**src/rtl/mul_seq_if.sv**
```systemverilog
// Handshake bundle for the sequential multiplier: operand channel in, product channel out.
interface mul_seq_if #(
  parameter int WIDTH = 8
);
  logic               in_valid;
  logic               in_ready;
  logic               in_signed;
  logic [WIDTH-1:0]   in_a;
  logic [WIDTH-1:0]   in_b;
  logic               out_valid;
  logic               out_ready;
  logic [2*WIDTH-1:0] out_product;

  modport master (
    output in_valid, in_signed, in_a, in_b, out_ready,
    input  in_ready, out_valid, out_product
  );

  modport slave (
    input  in_valid, in_signed, in_a, in_b, out_ready,
    output in_ready, out_valid, out_product
  );
endinterface

```
**src/rtl/mul_seq.sv**
```systemverilog
// Radix-2 shift-add multiplier: magnitudes are multiplied one multiplier bit per clock,
// and the sign is reapplied to the final product.
module mul_seq #(
  parameter int WIDTH     = 8,
  parameter int ZERO_SKIP = 1
) (
  input  logic     clk,
  input  logic     rst_n,
  mul_seq_if.slave bus
);
  localparam int PW = 2 * WIDTH;
  localparam int CW = $clog2(WIDTH);

  typedef enum logic [1:0] {IDLE, BUSY, DONE} state_t;

  state_t           state;
  logic             neg;
  logic [WIDTH-1:0] mcand;
  logic [WIDTH-1:0] mplier;
  logic [CW-1:0]    count;
  logic [PW-1:0]    acc;
  logic [PW-1:0]    acc_next;
  logic [PW-1:0]    product_q;
  logic             valid_q;
  logic             a_neg;
  logic             b_neg;
  logic [WIDTH-1:0] a_mag;
  logic [WIDTH-1:0] b_mag;

  // The most-negative operand negates to itself, which reads correctly as an unsigned magnitude.
  always_comb begin
    a_neg = bus.in_signed & bus.in_a[WIDTH-1];
    b_neg = bus.in_signed & bus.in_b[WIDTH-1];
    a_mag = a_neg ? (~bus.in_a + WIDTH'(1)) : bus.in_a;
    b_mag = b_neg ? (~bus.in_b + WIDTH'(1)) : bus.in_b;
  end

  always_comb begin
    acc_next = acc;
    if (mplier[count]) begin
      acc_next = acc + (PW'(mcand) << count);
    end
  end

  assign bus.in_ready    = (state == IDLE) && rst_n;
  assign bus.out_valid   = valid_q;
  assign bus.out_product = product_q;

  always_ff @(posedge clk) begin
    if (!rst_n) begin
      state     <= IDLE;
      neg       <= 1'b0;
      mcand     <= '0;
      mplier    <= '0;
      count     <= '0;
      acc       <= '0;
      product_q <= '0;
      valid_q   <= 1'b0;
    end else begin
      case (state)
        IDLE: begin
          if (bus.in_valid) begin
            neg    <= a_neg ^ b_neg;
            mcand  <= a_mag;
            mplier <= b_mag;
            acc    <= '0;
            count  <= '0;
            if ((ZERO_SKIP != 0) && ((bus.in_a == '0) || (bus.in_b == '0))) begin
              product_q <= '0;
              valid_q   <= 1'b1;
              state     <= DONE;
            end else begin
              state <= BUSY;
            end
          end
        end
        BUSY: begin
          acc   <= acc_next;
          count <= count + CW'(1);
          if (count == CW'(WIDTH - 1)) begin
            product_q <= neg ? (~acc_next + PW'(1)) : acc_next;
            valid_q   <= 1'b1;
            state     <= DONE;
          end
        end
        DONE: begin
          if (bus.out_ready) begin
            valid_q <= 1'b0;
            state   <= IDLE;
          end
        end
        default: state <= IDLE;
      endcase
    end
  end
endmodule

```
**src/flat_wrapper.sv**
```systemverilog
// flat-port wrapper written by rule: the top's interface ports become plain ports
module mul_seq_flat 
#(
  parameter int WIDTH     = 8,
  parameter int ZERO_SKIP = 1
)
  (clk, rst_n, bus_in_valid, bus_in_signed, bus_in_a, bus_in_b, bus_out_ready, bus_in_ready, bus_out_valid, bus_out_product);
  mul_seq_if #(.WIDTH(WIDTH)) bus_i ();
  input  logic clk;
  input  logic rst_n;
  input wire logic [$bits(bus_i.in_valid)-1:0] bus_in_valid;
  input wire logic [$bits(bus_i.in_signed)-1:0] bus_in_signed;
  input wire logic [$bits(bus_i.in_a)-1:0] bus_in_a;
  input wire logic [$bits(bus_i.in_b)-1:0] bus_in_b;
  input wire logic [$bits(bus_i.out_ready)-1:0] bus_out_ready;
  output wire logic [$bits(bus_i.in_ready)-1:0] bus_in_ready;
  output wire logic [$bits(bus_i.out_valid)-1:0] bus_out_valid;
  output wire logic [$bits(bus_i.out_product)-1:0] bus_out_product;
  assign bus_i.in_valid = bus_in_valid;
  assign bus_i.in_signed = bus_in_signed;
  assign bus_i.in_a = bus_in_a;
  assign bus_i.in_b = bus_in_b;
  assign bus_i.out_ready = bus_out_ready;
  assign bus_in_ready = bus_i.in_ready;
  assign bus_out_valid = bus_i.out_valid;
  assign bus_out_product = bus_i.out_product;
  mul_seq #(.WIDTH(WIDTH), .ZERO_SKIP(ZERO_SKIP)) u_core (.clk(clk), .rst_n(rst_n), .bus(bus_i));
endmodule
```
**config.mk**
```make
export PLATFORM = sky130hd
export DESIGN_NAME = mul_seq_flat
export DESIGN_NICKNAME = d
export VERILOG_FILES = /design/src/rtl/mul_seq_if.sv /design/src/rtl/mul_seq.sv /design/src/flat_wrapper.sv
export SDC_FILE = /design/constraint.sdc
export NUM_CORES = 1
export LEC_CHECK = 0
export ABC_AREA = 1
export CORE_ASPECT_RATIO = 1.5
export CORE_MARGIN = 4
export CORE_UTILIZATION = 45
export DETAILED_ROUTE_END_ITERATION = 6
export DONT_BUFFER_PORTS = 1
export PLACE_DENSITY = 0.68
export SYNTH_ARGS = -nofsm -noshare
export SYNTH_HDL_FRONTEND = slang
export SYNTH_SLANG_ARGS = --single-unit
```
**constraint.sdc**
```tcl
create_clock -name clk -period 4.4 [get_ports clk]
set_input_delay 0.66 -clock clk [delete_from_list [all_inputs] [get_ports clk]]
set_output_delay 0.66 -clock clk [all_outputs]
set_load 0.01 [all_outputs]
```
* Word-level counts from Yosys, hierarchy flattened
Index checks and enable logic that the tools add are counted.
** Word-level totals
- Flip-flop bits (word level) :: 55
- Input bits :: 21
** Cells by class
- $add $sub $neg :: 5
- Magnitude comparators :: 1
- Equality and inequality tests :: 7
- Shift operators :: 1
- Multiplexer cells :: 24
- Bitwise logic cells :: 6
- Reduce and logical (&&, ||, !) cells :: 12
** Operators with widths (number)
- 2-to-1 mux 16 bit :: 6
- one-hot mux 16 bit (2 select lines) :: 2
- adder 16 x 1 -> 16 bit (second input constant) :: 1
- adder 16 bit :: 1
- adder 8 x 1 -> 8 bit (second input constant) :: 2
- zero test 8 bit :: 2
- 2-to-1 mux 8 bit :: 2
- inverter 16 bit :: 1
- inverter 8 bit :: 2
- << shifter 8 x 3 -> 16 bit :: 1
- 2-to-1 mux 2 bit :: 4
- != test 2 bit (second input constant) :: 3
- one-hot mux 2 bit (3 select lines) :: 1
- one-hot mux 3 bit (2 select lines) :: 1
- 2-to-1 mux 1 bit :: 5
- AND reduction 5 bit :: 1
- less-than comparator 3 x 4 -> 1 bit (second input constant) :: 1
- AND reduction 2 bit :: 2
- AND reduction 4 bit :: 1
- adder 3 x 1 -> 3 bit (second input constant) :: 1
- binary-select mux 1 bit (select 3 bit) :: 1
- equality test 3 bit (second input constant) :: 1
- 2-to-1 mux 3 bit :: 1
- one-hot mux 1 bit (3 select lines) :: 1
- other kinds (11) :: 12

* Longest topological paths before layout
Gate-level depths: netlist of the first run.
- Depth in word-level cells :: 8
- Depth in mapped cells :: 25
- Gate-level depth less buffers :: 24

* Worst setup path before layout of the first run
Ideal clock, no wire load.
- Path kind :: register to register
- Start point :: register u_core.count[0]
- End point :: register u_core.product_q[15], in the netlist u_core.bus.out_product[15]
- Data arrival time :: 2735 ps
- Data required time :: 4268 ps
- Slack :: 1532 ps
- Stages on the path, launching flop included :: 21
- Path buffers :: 1
- Cells stage by stage :: dfxtp_1 > inv_2 > clkbuf_1 > nand2_1 > o21ai_0 > o21ai_0 > nor2_1 > ha_1 > or2_2 > nand3_1 > nand3b_1 > nand3_1 > nand2_1 > nor2_1 > nand3_1 > nand2_1 > nand3_1 > nor2_1 > nand2_1 > nand3_1 > a21oi_1
** Between the ends
- Word-level cells in the longest chain between the ends :: 8
- Elaborated cells between the ends (all ways) :: 13
- Those cells by class :: add/sub: 2; eq/ne: 2; shift: 1; mux: 6; bitwise: 1; reduce/logical: 1
** RTL lines
- from (decl) :: RTL line mul_seq.sv:20 : logic [CW-1:0] count;
- from (signal assigned) :: RTL line mul_seq.sv:79 : count <= count + CW'(1);
- << shifter 8 x 3 -> 16 bit / binary-select mux 1 bit (select 3 bit) (equally long branches) :: RTL line mul_seq.sv:41, mul_seq.sv:40
- adder 16 bit / 2-to-1 mux 1 bit (equally long branches) :: RTL line mul_seq.sv:41, mul_seq.sv:40
- 2-to-1 mux 16 bit :: RTL line mul_seq.sv:40 : if (mplier[count]) begin
- inverter 16 bit :: RTL line mul_seq.sv:81 : product_q <= neg ? (~acc_next + PW'(1)) : acc_next;
- adder 16 x 1 -> 16 bit :: RTL line mul_seq.sv:81
- 2-to-1 mux 16 bit :: RTL line mul_seq.sv:81
- 2-to-1 mux 16 bit :: RTL line mul_seq.sv:80 : if (count == CW'(WIDTH - 1)) begin
- one-hot mux 16 bit (2 select lines) :: RTL line mul_seq.sv:60 : case (state)
- to (signal assigned) :: RTL line mul_seq.sv:81
- to (decl) :: RTL line mul_seq.sv:23 : logic [PW-1:0] product_q;
Several ways; a longest one is shown, not always the timed one. The select of a mux whose other input is x is not followed.
A chain may end at the register's enable or synchronous reset.

* Final worst setup path of the first run
Same ends and word-level chain as after synthesis.

==> qor.txt, run 1 <==
Worst r2r path cells: 20
Startpoint Class: register
P_leak: 2.00 nW
Relative slew slack: 38.7%
Clock tree sinks: 55
Max Cap Viol: 0
Final setup fails: 0
Final hold vios: 0
Multi-input gate area: 0.00259 mm2
Max FO, Critical Path: 16
Asr flop ratio synth: 0%
CP required: 4.63 ns
Synth area leader: dfxtp_1
Most numerous cell in the Yosys netlist: nand2_1
CP endpoint: u_core.bus.out_product[15]
R2R setup slack: 0.88 ns
Highest Signal Layer: met4
Via-to-Cell Ratio: 5.22
Xor and xnor area share after synthesis: 3.84%
Vias post-DR: 4030
Status: complete, no violations
Met3 wire length: 319 um
CTS buffer count: 5
Vias in the first global route: 3992
Avg Synthesized Cell Area: 6.12 um2
Gr ovfl total: 0
Final hold slack: 0.471 ns
Synthesized netlist cell count: 670
Tot GR Track Use: 20.0%
Layout Skew: 0.0114 ns
Root buffer cell: clkbuf_16
Layout cell share with drive strength beyond 1: 4.08%
Die height: 125 um
Sequential area share after synthesis: 26.9%
TNS Setup: 0 ns
Worst min-delay path category: register to register
Post-synthesis adder-cell area fraction: 6.59%
Cell Pwr Density: 521 mW/mm2
Maximum operating frequency: 284 MHz
Pins Over Slew Limit: 0
Routed length per instance: 13.3 um
H-Tree Depth: 2
Antenna Cells: 0
Number of remaining DRC errors: 0
Synth Area in Simple Gates: 37.6%
Reg2reg start: u_core.count[0]
Port Buffers: 0
First-pass GRT wire length: 17.8 mm
Initial Util: 46.2%
Final wirelength: 10.3 mm
Synth warn: 0
VDD IR-drop max: 0.356 mV
Largest family of logic cells by synthesized area: simple AND/OR/NAND/NOR gates
Area contributors post-synth: dfxtp_1 (27%), nand2_1 (21%), inv_1 (7.5%)
Largest net degree at the start of global routing: 41
Cell variety after synth: 38
Clk_lat worst skew: 0.30 ns
Routed Antenna Nets: 0
EDFF count, synth: 0
WL met1: 4.16 mm
Fillers: 941
TritonRoute pass-1 iters: 4
Area grow syn2layout: 5.58%
CTS max path bufs: 2
Worst setup EP type: register
Fin crit period: 3.52 ns
CTS Hold Bufs: 0
Initial DRC count: 143
Mux share of post-synthesis cell area: 0.977%
DP HPWL: 8.14 mm
Met2 wire len: 5.31 mm
Arr. time, crit path: 3.75 ns
Worst-margin pin slew: 0.917 ns
CTS resizes: 0
Tcrit/Tclk final: 80.0%
Ports: 39
FF-to-FF End: u_core.bus.out_product[15]
Unrepaired setup endpoints after global routing: false
Postcts setup bufs: 0
Post-Syn Nets: 712
Synthesized area: 0.00410 mm2
CTS tree: yes
Core Box Area: 0.00888 mm2
#FFs+latches synth: 55
Worst-path clk slew: 0.08 ns
Chip width: 85.9 um
Primary flip-flop cell chosen by synthesis mapping: dfxtp_1
Nets: 703
Compound-Gate Fraction of Synth Area: 14.2%
DIE AREA: 0.0107 mm2
Num rows: 42
Worst setup path start: u_core.count[0]
Setup CP Type: register to register
Sequential cell area: 0.00110 mm2
Post-synth top cells: nand2_1 (227), inv_1 (82), a21oi_1 (60)
Initial antenna violation count: 0
Post-synth top area share: 26.9%
GP Congestion: 0.932
## kinds of logic (layout without fill, tap and decap cells)
family / count (synthesis) / after routing
simple gates: 361 / 361
xor+xnor: 18 / 18
fa+ha+maj: 21 / 21
buf+inv: 104 / 96
flops: 55 / 55
compound gates: 107 / 107
mux: 4 / 4
## cell usage in the layout, fill, tap and decap left out, types with 2 or more instances in the layout
cell type / instances
a21oi_1: 60
a221oi_1: 2
and2_1: 2
buf_4: 5
clkbuf_16: 5
dfxtp_1: 55
ha_1: 20
inv_1: 82
mux2i_1: 4
nand2_1: 227
nand3_1: 48
nand3_2: 2
nand3b_1: 7
nand4_1: 6
nor2_1: 42
nor3_1: 10
nor3b_1: 4
o21ai_0: 31
o21ai_1: 2
o21ai_2: 3
o221ai_1: 4
or2_0: 2
or2_1: 3
or2_2: 5
xnor2_1: 8
xor2_1: 10
## worst max-delay path, cell delays in order, from the launching register on
cell	delay, ns
dfxtp_1	0.63
inv_2	0.22
nand2_1	0.10
o21ai_0	0.09
mux2i_1	0.21
o21ai_0	0.12
ha_1	0.38
nand2_1	0.11
inv_1	0.07
nand3_1	0.11
nand2_1	0.15
nand2_1	0.07
nand3_1	0.12
nand2_1	0.13
nor2_1	0.16
nand3_1	0.12
nand2_1	0.14
nand3_1	0.14
o21ai_1	0.15
nand3_1	0.08
a21oi_1	0.15
## layout make-up
type	count	area share, %
clock buffer	5	2.89
clock inverter	3	0.549
inverter	83	7.20
multi-input combinational	511	59.9
sequential	55	25.4
tap	110	3.18
timing repair buffer	5	0.867
## layer usage
metal  global-route usage [%]  vias up
met3                     3.04       27
met2                     37.2       78
met5                        0        -
met4                     9.97        0
li1                         -     2139
met1                     21.2     1786
## flip-flops by register name (all words and copies together) (netlist names)
register / flops
u_core.acc: 16
u_core.bus.out_valid: 1
u_core.neg: 1
u_core.mplier: 8
u_core.state: 2
u_core.mcand: 8
u_core.count: 3
u_core.bus.out_product: 16
## report_power, final
group          switching [W]  internal (W)  leakage (nW)  total (W)
Combinational       0.000778      0.000389          1.48    0.00117
Clock               0.000200      0.000215        0.0717   0.000415
Sequential         0.0000915      0.000584         0.448   0.000675
Total                0.00107       0.00119          2.00    0.00226
## per-stage QoR
step	total power [W]	setup slack (ns)	cell area [um2]	util [%]	std cells
2_1_floorplan	0.00161	1.53	4100	-	670
3_3_place_gp	0.00183	1.03	4180	47.1	764
3_5_place_dp	0.00185	0.954	4180	47.1	764
4_1_cts	0.00227	0.915	4330	48.7	772
5_1_grt	0.00247	0.460	4330	48.7	772
6_report	0.00226	0.880	4330	48.7	772
## worst min-delay path by stage
stage	from	endpoint	slack, ns	cells past startpoint
2_1_floorplan	u_core.acc[15]	u_core.acc[15]	0.45	2
3_3_place_gp	u_core.acc[15]	u_core.acc[15]	0.45	2
3_5_place_dp	u_core.acc[15]	u_core.acc[15]	0.47	2
4_1_cts	u_core.acc[15]	u_core.acc[15]	0.48	2
5_1_grt	rst_n	u_core.mcand[6]	0.48	2
6_report	u_core.acc[15]	u_core.acc[15]	0.47	2
Note: power is estimated with default switching activity, not from simulation.
==> run 2, diff against run 1 <==
clock period = 3.55 ns   (was 4.4 ns; I/O delays follow)
==> run 2 against run 1 <==
  * Combinational power up 27%
  * Largest cell class unchanged
  * Final cell count grew 0.52%
  * Flip-flop and latch count unchanged
  * Largest power group unchanged
  * First-iteration DRC count increased by 4.2%
  * Clock-buffer cell count grew 1
  * Die area did not move
  * Highest routed layer unchanged
  * Critical path depth stayed put
==> qor.txt, run 2 (synthesized netlist as in run 1, its figures left out) <==
Num rows: 42
Final setup fails: 0
CTS tree: yes
CP Cell Sequence: buf_4 > o21ai_0 > inv_1 > nand2_1 > o21ai_0 > nor2_1 > ha_1 > nand3_1 > nand3_1 > xor2_1 > nand2_1 > nand2_1 > nor2_1 > nand3_1 > nand2_1 > nand3_1 > nor2_1 > nand2_1 > nand3_1 > a21oi_1
P_leak: 2.03 nW
Routed length per instance: 13.2 um
Clk_lat worst skew: 0.30 ns
Chip width: 85.9 um
Nets: 707
Final wirelength: 10.3 mm
Cell Pwr Density: 656 mW/mm2
Initial Util: 46.2%
Final hold slack: 0.363 ns
Routed Antenna Nets: 0
Worst-margin pin slew: 0.650 ns
Clock tree sinks: 55
Area grow syn2layout: 6.90%
Worst setup EP type: register
Max Cap Viol: 0
Layout Skew: 0.00619 ns
Max FO, Critical Path: 15
Startpoint Class: register
Port Buffers: 0
Buf/Inv on CP: 2
Largest net degree at the start of global routing: 41
Maximum operating frequency: 312 MHz
GP Congestion: 0.859
Gr ovfl total: 0
VDD IR-drop max: 0.420 mV
First-pass GRT wire length: 17.9 mm
Root buffer cell: clkbuf_16
Relative slew slack: 56.5%
M1 GR Usage: 20.5%
Initial DRC count: 149
Fin crit period: 3.20 ns
CP max stage delay: 0.32 ns
CTS max path bufs: 2
Most frequent cells in the layout: nand2_1 (227), inv_1 (82), a21oi_1 (60), dfxtp_1 (55), nand3_1 (48)
Vias post-DR: 4061
Most Crowded Layer GR: met2
H-Tree Depth: 2
Tot GR Track Use: 20.2%
Status: complete, no violations
CP required: 3.72 ns
Tcrit/Tclk final: 90.2%
CTS Hold Bufs: 0
Antenna Cells: 0
Core Box Area: 0.00888 mm2
Final hold vios: 0
Met2 usage: 38.6%
DP HPWL: 8.20 mm
TNS Setup: 0 ns
Die height: 125 um
Top Family by Delay on Critical Path: simple AND/OR/NAND/NOR gates
Worst-path clk slew: 0.07 ns
Unrepaired setup endpoints after global routing: false
Number of remaining DRC errors: 0
TritonRoute pass-1 iters: 4
Initial antenna violation count: 0
Vias in the first global route: 4077
R2R setup slack: 0.35 ns
Pins Over Slew Limit: 0
Via-to-Cell Ratio: 5.23
Commonest non-fill, non-tap cell in the layout: nand2_1
GR Util met3: 3.90%
CTS buffer count: 5
Crit path max-delay cell type: dfxtp_1
Layout cell share with drive strength beyond 1: 4.65%
Arr. time, crit path: 3.37 ns
Worst min-delay path category: input port to register
Setup CP Type: register to register
DIE AREA: 0.0107 mm2
Ports: 39
-- run 2: metal layers --
metal  wire length [um]  vias up
met4                330        0
met3                326       20
met5                  0        -
met2               5520       67
met1               4080     1830
li1                   -     2144
-- run 2: layout make-up --
class,instances,area (um2)
clock buffer,6,129
clock inverter,2,38.8
inverter,83,312
sequential,55,1100
tap,110,138
timing repair buffer,9,67.6
multi-input combinational,511,2600
fill,929,4500
-- run 2: path summary, 6_finish.rpt --
kind	start	depth (start not counted)	end
hold reg to reg	u_core.acc[15]	2	u_core.acc[15]
setup reg to reg	u_core.count[0]	20	u_core.bus.out_product[15]
setup / recovery	u_core.count[0]	20	u_core.bus.out_product[15]
hold / removal	rst_n	2	u_core.mcand[6]
-- run 2: where the power goes --
group / switching [W] / internal [W] / leakage (nW)
combinational: 0.000986 / 0.000501 / 1.50
clock: 0.000232 / 0.000336 / 0.0815
sequential: 0.0000957 / 0.000724 / 0.448
-- run 2: repair_timing --
action / CTS / global route
buffers inserted: 0 / 1
setup endpoints to repair: 0 / 8
resized for setup: 0 / 1
-- run 2: stage by stage --
step	utilization (%)	cell area (um2)	power [W]	setup WS, ns	std cells
floorplan	-	4100	0.00199	0.682	670
global placement	47.3	4200	0.00229	0.347	767
detailed placement	47.3	4200	0.00231	0.240	767
CTS	49.2	4370	0.00288	0.222	775
global route	49.4	4380	0.00314	0.0254	776
finish	49.4	4380	0.00287	0.347	776
==> run 3, diff against run 2 <==
CORE_ASPECT_RATIO = 0.9   (was 1.5)
==> run 3 against run 2 <==
  * Utilization is 0.097 points lower
  * Critical path depth stayed put
  * Largest cell class unchanged
  * Clock power is 40% lower
  * Critical path type unchanged
  * Clock skew is 0.0056 ns higher
==> qor.txt, run 3 (synthesized netlist as in run 1, its figures left out) <==
GP Congestion: 0.955
CTS tree: yes
Port Buffers: 0
TNS Setup: 0 ns
Via-to-Cell Ratio: 5.11
CTS buffer count: 5
Arr. time, crit path: 3.38 ns
DIE AREA: 0.0107 mm2
Multi-input gate area: 0.00259 mm2
Vias in the first global route: 3773
Crit path max-delay cell type: dfxtp_1
Layout Skew: 0.0118 ns
P_leak: 1.98 nW
Worst min-delay path category: input port to register
Startpoint Class: register
Cell Pwr Density: 614 mW/mm2
Fin crit period: 3.19 ns
Num rows: 32
Max FO, Critical Path: 15
DP HPWL: 7.87 mm
Placed inst area: 0.00421 mm2
Final setup fails: 0
Die height: 98.6 um
TritonRoute pass-1 iters: 4
CP max stage delay: 0.33 ns
Unrepaired setup endpoints after global routing: false
CTS Hold Bufs: 0
Top Family by Delay on Critical Path: simple AND/OR/NAND/NOR gates
Most frequent cells in the layout: nand2_1 (227), inv_1 (82), a21oi_1 (60), dfxtp_1 (55), nand3_1 (48)
Largest net degree at the start of global routing: 41
CP required: 3.74 ns
VDD IR-drop max: 0.392 mV
Post-route cell area: 0.00430 mm2
Ports: 39
Number of remaining DRC errors: 0
Gr ovfl total: 0
Layout cell share with drive strength beyond 1: 4.36%
Maximum operating frequency: 313 MHz
Clk_lat worst skew: 0.31 ns
Antenna Cells: 0
Routed length per instance: 12.7 um
Status: complete, no violations
H-Tree Depth: 2
CTS resizes: 0
Root buffer cell: clkbuf_8
Max Cap Viol: 0
Clock tree sinks: 55
Final hold vios: 0
Setup CP Type: register to register
Tcrit/Tclk final: 89.9%
Pins Over Slew Limit: 0
Worst-path clk slew: 0.10 ns
Chip width: 109 um
Initial antenna violation count: 0
Vias post-DR: 4007
Routed Antenna Nets: 0
CTS max path bufs: 2
Postcts setup bufs: 0
Nets: 706
Initial DRC count: 217
Tot GR Track Use: 19.6%
Commonest non-fill, non-tap cell in the layout: nand2_1
CP Cell Sequence: buf_4 > o21ai_0 > inv_1 > nand2_1 > o21ai_0 > nor2_1 > ha_1 > nand2_1 > nand3_1 > xor2_1 > nand2_1 > nand2_1 > nor2_1 > nand3_1 > o21ai_2 > nand2_1 > nand2_1 > nand2_1 > nand2_1 > a21oi_1
Initial Util: 47.0%
First-pass GRT wire length: 17.4 mm
Worst setup EP type: register
Buf/Inv on CP: 2
Worst-margin pin slew: 0.646 ns
Sequential cell area: 0.00110 mm2
Core Box Area: 0.00873 mm2
Relative slew slack: 56.8%
Fillers: 959
Area grow syn2layout: 4.85%
Most used cell, CP: nand2_1
Final wirelength: 9.97 mm
-- run 3: final cells by class --
| cell class | count | share of cell area (%) |
|---|---|---|
| repair buffers | 8 | 1.40 |
| clock inverters | 2 | 0.291 |
| well taps | 119 | 3.46 |
| clock buffers | 6 | 1.69 |
| flip-flops and latches | 55 | 25.6 |
| inverters | 83 | 7.25 |
| multi-input cells | 511 | 60.3 |
-- run 3: worst register-to-register path, cell delays in order, from the launching register on --
cell     delay [ns]
dfxtp_1        0.33
buf_4          0.18
o21ai_0        0.23
inv_1          0.08
nand2_1        0.06
o21ai_0        0.10
nor2_1         0.15
ha_1           0.30
nand2_1        0.10
nand3_1        0.17
xor2_1         0.19
nand2_1        0.06
nand2_1        0.10
nor2_1         0.26
nand3_1        0.17
o21ai_2        0.23
nand2_1        0.09
nand2_1        0.07
nand2_1        0.06
nand2_1        0.07
a21oi_1        0.06
-- run 3: layer usage --
layer	up-vias	track usage, %	share of wire [%]
li1	2141	-	-
met1	1777	28.2	51
met2	78	29.9	43
met3	11	4.06	5.5
met4	0	4.66	1.1
met5	-	0	0
-- run 3: path summary, 6_finish.rpt --
kind                         from  slack (ns)                          to  depth (start not counted)
setup reg to reg  u_core.count[0]        0.36  u_core.bus.out_product[12]                         20
hold / removal              rst_n        0.34            u_core.mplier[6]                          2
setup / recovery  u_core.count[0]        0.36  u_core.bus.out_product[12]                         20
hold reg to reg    u_core.acc[15]        0.48              u_core.acc[15]                          2
-- run 3: metrics by stage --
step	utilization (%)	power, W	hold slack [ns]	setup slack (ns)	instances
after floorplan	-	0.00199	0.445	0.682	670
after CTS	49.3	0.00264	0.334	0.406	784
after global routing	49.3	0.00292	0.334	0.0588	784
after detailed placement	48.3	0.00229	0.466	0.418	776
final	49.3	0.00264	0.340	0.358	784
after global placement	48.3	0.00226	0.455	0.497	776
-- run 3: power by group --
group          switching, W  internal, W  total [W]
Sequential        0.0000942     0.000723   0.000818
Clock              0.000202     0.000138   0.000340
Combinational      0.000988     0.000492    0.00148
Total               0.00128      0.00135    0.00264
